File: src/rtl/tile_map_arbiter_if.sv
// Tile map bus: level ROM load port, two player RMW ports and the renderer read port.
// Latency and flow control are set by tile_map_arbiter: ack pulses one edge after req, vid_data lags vid_addr by one cycle.
// There is no backpressure beyond req/ack. Requesters hold their request until ack, and the renderer port is never stalled.
interface tile_map_arbiter_if;
  logic       load_start;
  logic [8:0] rom_addr;
  logic [1:0] rom_data;
  logic       busy;
  logic [1:0] req;
  logic [1:0] we;
  logic [8:0] addr0;
  logic [8:0] addr1;
  logic [1:0] wdata0;
  logic [1:0] wdata1;
  logic [1:0] ack;
  logic [1:0] rdata;
  logic [8:0] vid_addr;
  logic [1:0] vid_data;

  // Arbiter side.
  modport slave (
    input  load_start, rom_data, req, we, addr0, addr1, wdata0, wdata1, vid_addr,
    output rom_addr, busy, ack, rdata, vid_data
  );

  // Requester, ROM and renderer side.
  modport master (
    output load_start, rom_data, req, we, addr0, addr1, wdata0, wdata1, vid_addr,
    input  rom_addr, busy, ack, rdata, vid_data
  );
endinterface

File: src/rtl/tile_map_arbiter.sv
// Shared 20x15 tile map: ROM load, then round-robin read-modify-write for two players plus a renderer read port.
// A player gets ack and rdata one edge after its request is seen in IDLE. The renderer sees vid_data one cycle after vid_addr.
// Requesters wait, holding req, through LOAD and SERVE. Grants alternate while both players request; the renderer never stalls.
module tile_map_arbiter #(
  parameter int         MAP_W    = 20,
  parameter int         MAP_H    = 15,
  parameter logic [1:0] OOB_CODE = 2'd1
) (
  input  logic           frame_clk,
  input  logic           Reset,
  tile_map_arbiter_if.slave bus
);
  localparam int         TILES    = MAP_W * MAP_H;
  localparam logic [8:0] TILES_9  = 9'(TILES);
  localparam logic [8:0] LAST_IDX = 9'(TILES - 1);

  localparam logic [1:0] S_LOAD  = 2'd0;
  localparam logic [1:0] S_IDLE  = 2'd1;
  localparam logic [1:0] S_SERVE = 2'd2;

  logic [1:0] tile_mem [0:TILES-1];
  logic [1:0] state;
  logic [8:0] load_idx;
  logic       rr;
  logic       load_pending;

  logic       load_go;
  logic       gnt_vld;
  logic       g;
  logic [8:0] addr_g;
  logic [1:0] wdata_g;
  logic       we_g;
  logic       g_in_range;
  logic       vid_in_range;

  assign bus.rom_addr = load_idx;
  assign bus.busy     = (state == S_LOAD);

  // Grant selection: a lone requester wins outright, and rr breaks ties. A pending reload beats any request.
  always_comb begin
    load_go      = (state == S_IDLE) && (load_pending || bus.load_start);
    gnt_vld      = (state == S_IDLE) && !load_go && (bus.req != 2'b00);
    g            = (bus.req == 2'b11) ? rr : bus.req[1];
    addr_g       = g ? bus.addr1  : bus.addr0;
    wdata_g      = g ? bus.wdata1 : bus.wdata0;
    we_g         = bus.we[g];
    g_in_range   = (addr_g < TILES_9);
    vid_in_range = (bus.vid_addr < TILES_9);
  end

  // Tile storage is left alone by reset. It is written by the ROM load, or by an in-range player write at grant.
  always_ff @(posedge frame_clk) begin
    if (!Reset) begin
      if (state == S_LOAD)
        tile_mem[load_idx] <= bus.rom_data;
      else if (gnt_vld && we_g && g_in_range)
        tile_mem[addr_g] <= wdata_g;
    end
  end

  // Control FSM: walk the ROM, grant one request, then spend one cycle in SERVE to drop ack.
  always_ff @(posedge frame_clk or posedge Reset) begin
    if (Reset) begin
      state        <= S_LOAD;
      load_idx     <= '0;
      rr           <= 1'b0;
      load_pending <= 1'b0;
      bus.ack      <= 2'b00;
      bus.rdata    <= 2'b00;
    end else begin
      bus.ack <= 2'b00;
      case (state)
        S_LOAD: begin
          if (load_idx == LAST_IDX) begin
            load_idx <= '0;
            state    <= S_IDLE;
          end else begin
            load_idx <= load_idx + 9'd1;
          end
        end
        S_IDLE: begin
          if (load_go) begin
            load_pending <= 1'b0;
            state        <= S_LOAD;
          end else if (gnt_vld) begin
            bus.rdata <= g_in_range ? tile_mem[addr_g] : OOB_CODE;
            bus.ack   <= g ? 2'b10 : 2'b01;
            rr        <= ~g;
            state     <= S_SERVE;
          end
        end
        S_SERVE: begin
          if (bus.load_start)
            load_pending <= 1'b1;
          state <= S_IDLE;
        end
        default: state <= S_LOAD;
      endcase
    end
  end

  // Renderer read: one cycle latency, blanked to 0 during load, and out-of-range addresses read as wall.
  always_ff @(posedge frame_clk or posedge Reset) begin
    if (Reset)
      bus.vid_data <= 2'b00;
    else if (state == S_LOAD)
      bus.vid_data <= 2'b00;
    else
      bus.vid_data <= vid_in_range ? tile_mem[bus.vid_addr] : OOB_CODE;
  end
endmodule

File: src/flat_wrapper.sv
// flat-port wrapper written by rule: the top's interface ports become plain ports
module tile_map_arbiter_flat 
#(
  parameter int         MAP_W    = 20,
  parameter int         MAP_H    = 15,
  parameter logic [1:0] OOB_CODE = 2'd1
)
  (frame_clk, Reset, bus_load_start, bus_rom_data, bus_req, bus_we, bus_addr0, bus_addr1, bus_wdata0, bus_wdata1, bus_vid_addr, bus_rom_addr, bus_busy, bus_ack, bus_rdata, bus_vid_data);
  tile_map_arbiter_if bus_i ();
  input  logic frame_clk;
  input  logic Reset;
  input wire logic [$bits(bus_i.load_start)-1:0] bus_load_start;
  input wire logic [$bits(bus_i.rom_data)-1:0] bus_rom_data;
  input wire logic [$bits(bus_i.req)-1:0] bus_req;
  input wire logic [$bits(bus_i.we)-1:0] bus_we;
  input wire logic [$bits(bus_i.addr0)-1:0] bus_addr0;
  input wire logic [$bits(bus_i.addr1)-1:0] bus_addr1;
  input wire logic [$bits(bus_i.wdata0)-1:0] bus_wdata0;
  input wire logic [$bits(bus_i.wdata1)-1:0] bus_wdata1;
  input wire logic [$bits(bus_i.vid_addr)-1:0] bus_vid_addr;
  output wire logic [$bits(bus_i.rom_addr)-1:0] bus_rom_addr;
  output wire logic [$bits(bus_i.busy)-1:0] bus_busy;
  output wire logic [$bits(bus_i.ack)-1:0] bus_ack;
  output wire logic [$bits(bus_i.rdata)-1:0] bus_rdata;
  output wire logic [$bits(bus_i.vid_data)-1:0] bus_vid_data;
  assign bus_i.load_start = bus_load_start;
  assign bus_i.rom_data = bus_rom_data;
  assign bus_i.req = bus_req;
  assign bus_i.we = bus_we;
  assign bus_i.addr0 = bus_addr0;
  assign bus_i.addr1 = bus_addr1;
  assign bus_i.wdata0 = bus_wdata0;
  assign bus_i.wdata1 = bus_wdata1;
  assign bus_i.vid_addr = bus_vid_addr;
  assign bus_rom_addr = bus_i.rom_addr;
  assign bus_busy = bus_i.busy;
  assign bus_ack = bus_i.ack;
  assign bus_rdata = bus_i.rdata;
  assign bus_vid_data = bus_i.vid_data;
  tile_map_arbiter #(.MAP_W(MAP_W), .MAP_H(MAP_H), .OOB_CODE(OOB_CODE)) u_core (.frame_clk(frame_clk), .Reset(Reset), .bus(bus_i));
endmodule
File: config.mk
export PLATFORM = sky130hd
export DESIGN_NAME = tile_map_arbiter_flat
export DESIGN_NICKNAME = d
export VERILOG_FILES = /design/src/rtl/tile_map_arbiter_if.sv /design/src/rtl/tile_map_arbiter.sv /design/src/flat_wrapper.sv
export SDC_FILE = /design/constraint.sdc
export NUM_CORES = 1
export LEC_CHECK = 0
export CAP_MARGIN = 0
export CORE_UTILIZATION = 57
export DETAILED_ROUTE_END_ITERATION = 16
export PLACE_DENSITY = 0.77
export SYNTH_ARGS = -nofsm -noshare
export SYNTH_HDL_FRONTEND = slang
export SYNTH_SLANG_ARGS = --single-unit
File: constraint.sdc
create_clock -name frame_clk -period 14.7 [get_ports frame_clk]
set_input_delay 3.675 -clock frame_clk [delete_from_list [all_inputs] [get_ports frame_clk]]
set_output_delay 3.675 -clock frame_clk [all_outputs]
set_load 0.01 [all_outputs]
-- Word-level counts from Yosys, hierarchy flattened
Memory sizes are Yosys's and may differ from the RTL's.
Index checks and enable logic that the tools add are counted.
- bits in writable memories: 600
- output and inout port bits: 16
- memories kept: 1
- input bits: 40
- flip-flop bits (word level): 19
- word-level logic and storage cells: 66
- memory list (name ; depth ; bits a word ; read ports ; clocked after Yosys merged registers in ; write ports ; RTL line ; source):
    u_core.tile_mem ; 300 ; 2 ; 2 ; 0 ; 1 ; tile_map_arbiter.sv:21 ; logic [1:0] tile_mem [0:TILES-1];
- reductions and logical operators: 14
- add/sub/neg operators: 1
- $lt $le $gt $ge: 3
- multiplexer cells: 30
- bitwise operators: 2
- eq/ne operators: 8
- operators by type and width (operator ; number):
    9-bit 2-to-1 mux ; 3
    2-bit 2-to-1 mux ; 12
    9-bit less-than comparator (second input constant) ; 2
    1-bit 2-to-1 mux ; 13
    9-bit by 1-bit adder with 9-bit output (second input constant) ; 1
    9-bit equality test (second input constant) ; 1
    2-bit one-hot mux with 3 select lines ; 1
    3-bit AND reduction ; 2
    1-bit logical AND ; 5
    2-bit equality test (second input constant) ; 2
    2-bit by 1-bit != test with 1-bit output (second input constant) ; 2
    2-bit nonzero test ; 2
    3-bit by 1-bit != test with 1-bit output (second input constant) ; 1
    2-bit by 1-bit equality test with 1-bit output (second input constant) ; 1
    2-bit logical NOT ; 1
    1-bit by 2-bit less-than comparator with 1-bit output (second input constant) ; 1
    2-bit != test (second input constant) ; 1
    1-bit NOT ; 2
    1-bit one-hot mux with 2 select lines ; 1
    2-bit AND reduction ; 1
    2-bit OR reduction ; 1
    1-bit logical NOT ; 1
    1-bit logical OR ; 1

-- Longest topological paths before layout
- word-level depth: 13
- mapped depth: 14
- gate-level depth less buffers: 10

-- Worst setup path before layout
OpenSTA, ideal clock, no wires.
- path type: input-to-reg
- start point: input port bus_req[0]
- end point: memory u_core.tile_mem[0][0], data pin
- setup time: 2.527 ns
- required time: 12.173 ns
- buffers on the path: 3
- slack: -4.609 ns
- stages on the path: 9
- arrival time: 16.782 ns
- cell sequence: nor2b_1 > buf_4 > nor2_4 > mux2_2 > a21oi_2 > o21ai_4 > buf_6 > buf_4 > o21ai_0
- longest elaborated chain between the ends: 12
- elaborated cells between the ends (all ways): 17
- those cells by class: order compare (1); eq/ne (1); mux (10); reduce/logical (5)
- ends and longest elaborated chain (item ; RTL line ; source):
    from (decl) ; flat_wrapper.sv:14 ; input wire logic [$bits(bus_i.req)-1:0] bus_req;
    branches (longest 11 deep; another with 9-bit less-than comparator) ; -- ;
    2-bit 2-to-1 mux (no source line) (*) ; -- ;
    to (decl) ; tile_map_arbiter.sv:21 ;
Every way passes the cells marked *. The select of a mux whose other input is x is not followed.

-- Final worst setup path
- start point: input port bus_req[0]
- end point: memory u_core.tile_mem[131][0], data pin
The elaborated chain is that of the path after synthesis.

==> impl_metrics.env <==
export IMPL_fin_crit_ps=8330
export IMPL_fmax_mhz=120
export IMPL_rsz0062_at_grt="false"
export IMPL_io_buffers=55
export IMPL_cap_violations=0
export IMPL_final_max_slew_viol_count=0
export IMPL_syn_num_nets=2394
export IMPL_grt_start_max_net_pins=237
export IMPL_rows=85
export IMPL_leakage_nw=11.1
export IMPL_hold_path_class="reg -> reg"
export IMPL_clkSlewWorstSetupHoldPaths_ps=60
export IMPL_r2r_setup_slack_ps=9560
export IMPL_grt_use_total_pct=35.7
export IMPL_core_area_um2=54200
export IMPL_grt_pass1_wl_um=146000
export IMPL_yosysSeqAreaShare_pct=58.7
export IMPL_grt_pass1_vias=22842
export IMPL_multi_input_area_um2=12100
export IMPL_die_height_um=237
export IMPL_synth_top_area_share_pct=57.2
export IMPL_finalSetupViolCount=0
export IMPL_drive_gt1_share_pct=16.9
export IMPL_relSlewSlack_pct=11.1
export IMPL_cts_num_sinks=619
export IMPL_die_w_um=237
export IMPL_first_pass_iters=6
export IMPL_avgRoutedWirePerCell_um=32.6
export IMPL_tightest_slew_ps=1330
export IMPL_hold_path_cell_count=1
export IMPL_holdBufCountCts=0
export IMPL_syn_area_um2=31500
export IMPL_crit_path_end_kind="flop"
export IMPL_critical_path_class="in -> reg"
export IMPL_cp_required_ps=14960
export IMPL_syn_inst=2353
export IMPL_clockBufferDepth=3
export IMPL_postSynth_asyncResetShare_pct=3.07
export IMPL_placedCellCount=2934
export IMPL_gp_congestion=0.953
export IMPL_yosysMostFrequentCell="edfxtp_1"
export IMPL_synth_area_leaders="edfxtp_1 (57%), mux4_2 (15%), nor2_1 (4.0%)"
export IMPL_fin_skew_ps=29.5
export IMPL_yosys_area_top_type="edfxtp_1"
export IMPL_synth_edf_count=600
export IMPL_peakVddDrop_uv=75.9
export IMPL_final_cells=3054
export IMPL_clock_root_buffer="clkbuf_16"
export IMPL_yosys_most_used_dff="edfxtp_1"
export IMPL_reg2reg_depth=10
export IMPL_cts_setup_buffers=0
export IMPL_crit_arrival_ps=8590
export IMPL_drt_iter0_markers=4514
export IMPL_critPathLaunchType="input port"
export IMPL_htree_levels=3
export IMPL_cts_repair_resized=0
export IMPL_cts_tree="yes"
export IMPL_fin_setup_tns_ps=0
export IMPL_dieArea_um2=56200
export IMPL_ioPinCount=56
export IMPL_status="finished clean"
export IMPL_synth_cell_types=83
export IMPL_syn_avg_cell_area_um2=13.4
export IMPL_cts_buffers=66
export IMPL_fin_nets=2347
export IMPL_avgViaCountPerCell=7.59
export IMPL_period_share_pct=56.7
export IMPL_drt_wl_total_um=99600
export IMPL_p_per_area_nw_per_um2=118
export IMPL_dr_total_vias=23194
export IMPL_ant_nets=0
export IMPL_regArea_um2=18500
export IMPL_ys_ff_latch=619
export IMPL_initial_core_util_pct=58.1
export IMPL_yosys_warnings=0
export IMPL_clock_latency_ps=620
export IMPL_ys_top_cells_by_count="edfxtp_1 (600), nor2_1 (338), nand2_1 (283)"
export IMPL_overflow=0
export IMPL_nFillCells=3814
export IMPL_worstPathMaxFanout=119
export IMPL_remaining_drc_errors=0
export IMPL_hpwl_um=57700
export IMPL_area_growth_pct=9.46
export IMPL_hold_violations=0
export IMPL_antenna_found_initial=6
==> power breakdown <==
part | switching [mW] | leakage, nW | internal, mW
sequential | 0.000191 | 5.65 | 1.93
clock | 0.701 | 1.07 | 1.02
combinational | 0.266 | 4.38 | 0.136
==> worst max-delay path: stages <==
cell             delay (ps)
clkdlybuf4s50_1         510
nor2b_1                 690
nor2_4                  160
mux2_2                  530
a21oi_2                 150
o21ai_4                 160
buf_4                   390
nand2_1                 180
o21ai_4                 170
buf_4                   910
buf_4                   930
==> through the flow <==
step	utilization [%]	cell area [µm²]	hold WS, ps	power, mW	setup slack [ps]
floorplan	-	31500	470	2.25	-4610
global placement	59.6	32300	498	2.35	6080
detailed placement	59.6	32300	516	2.35	5870
CTS	63.6	34500	522	4.03	6500
global route	63.6	34500	543	4.13	6130
finish	63.6	34500	521	4.06	6370
==> state kept, by name, indices dropped and copies added (netlist names) <==
name / flops
u_core.rr: 1
u_core.bus.ack: 2
u_core.bus.vid_data: 2
u_core.state: 2
u_core.load_pending: 1
u_core.bus.rom_addr: 9
u_core.tile_mem: 600
u_core.bus.rdata: 2
==> routing by layer <==
| metal | up-vias | wire length [µm] | GRT usage, % | part of all wire, % |
|---|---|---|---|---|
| li1 | 9137 | - | - | - |
| met1 | 11339 | 32600 | 45.8 | 33 |
| met2 | 2210 | 44100 | 53.0 | 44 |
| met3 | 502 | 16000 | 11.8 | 16 |
| met4 | 6 | 6770 | 21.8 | 6.8 |
| met5 | - | 79 | 0 | 0.079 |
==> path summary, 6_finish.rpt <==
path / start / end
max: bus_req[0] / u_core.tile_mem[131][0]
min: u_core.state[0] / u_core.state[0]
min reg2reg: u_core.state[0] / u_core.state[0]
max reg2reg: u_core.rr / u_core.tile_mem[131][0]
min in group asynchronous: Reset / u_core.bus.rom_addr[1]
max in group asynchronous: Reset / u_core.bus.rom_addr[6]
==> cells by family after synthesis <==
group	synth area share, %
AND/OR/NAND/NOR	12.3
buffers and inverters	3.17
multiplexers	16.6
AO/OA/AOI/OAI	9.18
adder cells (fa/ha/maj)	0.0397
XOR/XNOR	0.111
flip-flops	58.7
==> cell usage in the layout (no fill, tap or decap), types with 32 or more instances in the layout <==
| cell type | count |
|---|---|
| mux2i_1 | 51 |
| a21oi_1 | 41 |
| o21ai_0 | 45 |
| nand3_1 | 35 |
| edfxtp_1 | 600 |
| clkdlybuf4s50_1 | 51 |
| a211oi_1 | 105 |
| mux4_2 | 204 |
| clkbuf_16 | 69 |
| nand2_1 | 283 |
| a31oi_1 | 40 |
| buf_4 | 32 |
| and3_1 | 118 |
| nor2_1 | 337 |
| a311oi_1 | 37 |
==> cell type report <==
cell class / instances / area share, %
Antenna cell: 1 / 0.00725
Tap cell: 696 / 2.52
Clock inverter: 38 / 1.20
Inverter: 10 / 0.109
Sequential cell: 619 / 53.6
Clock buffer: 81 / 5.16
Timing Repair Buffer: 88 / 2.34
Multi-Input combinational cell: 1521 / 35.1
Power figures use the tool's default switching activity.
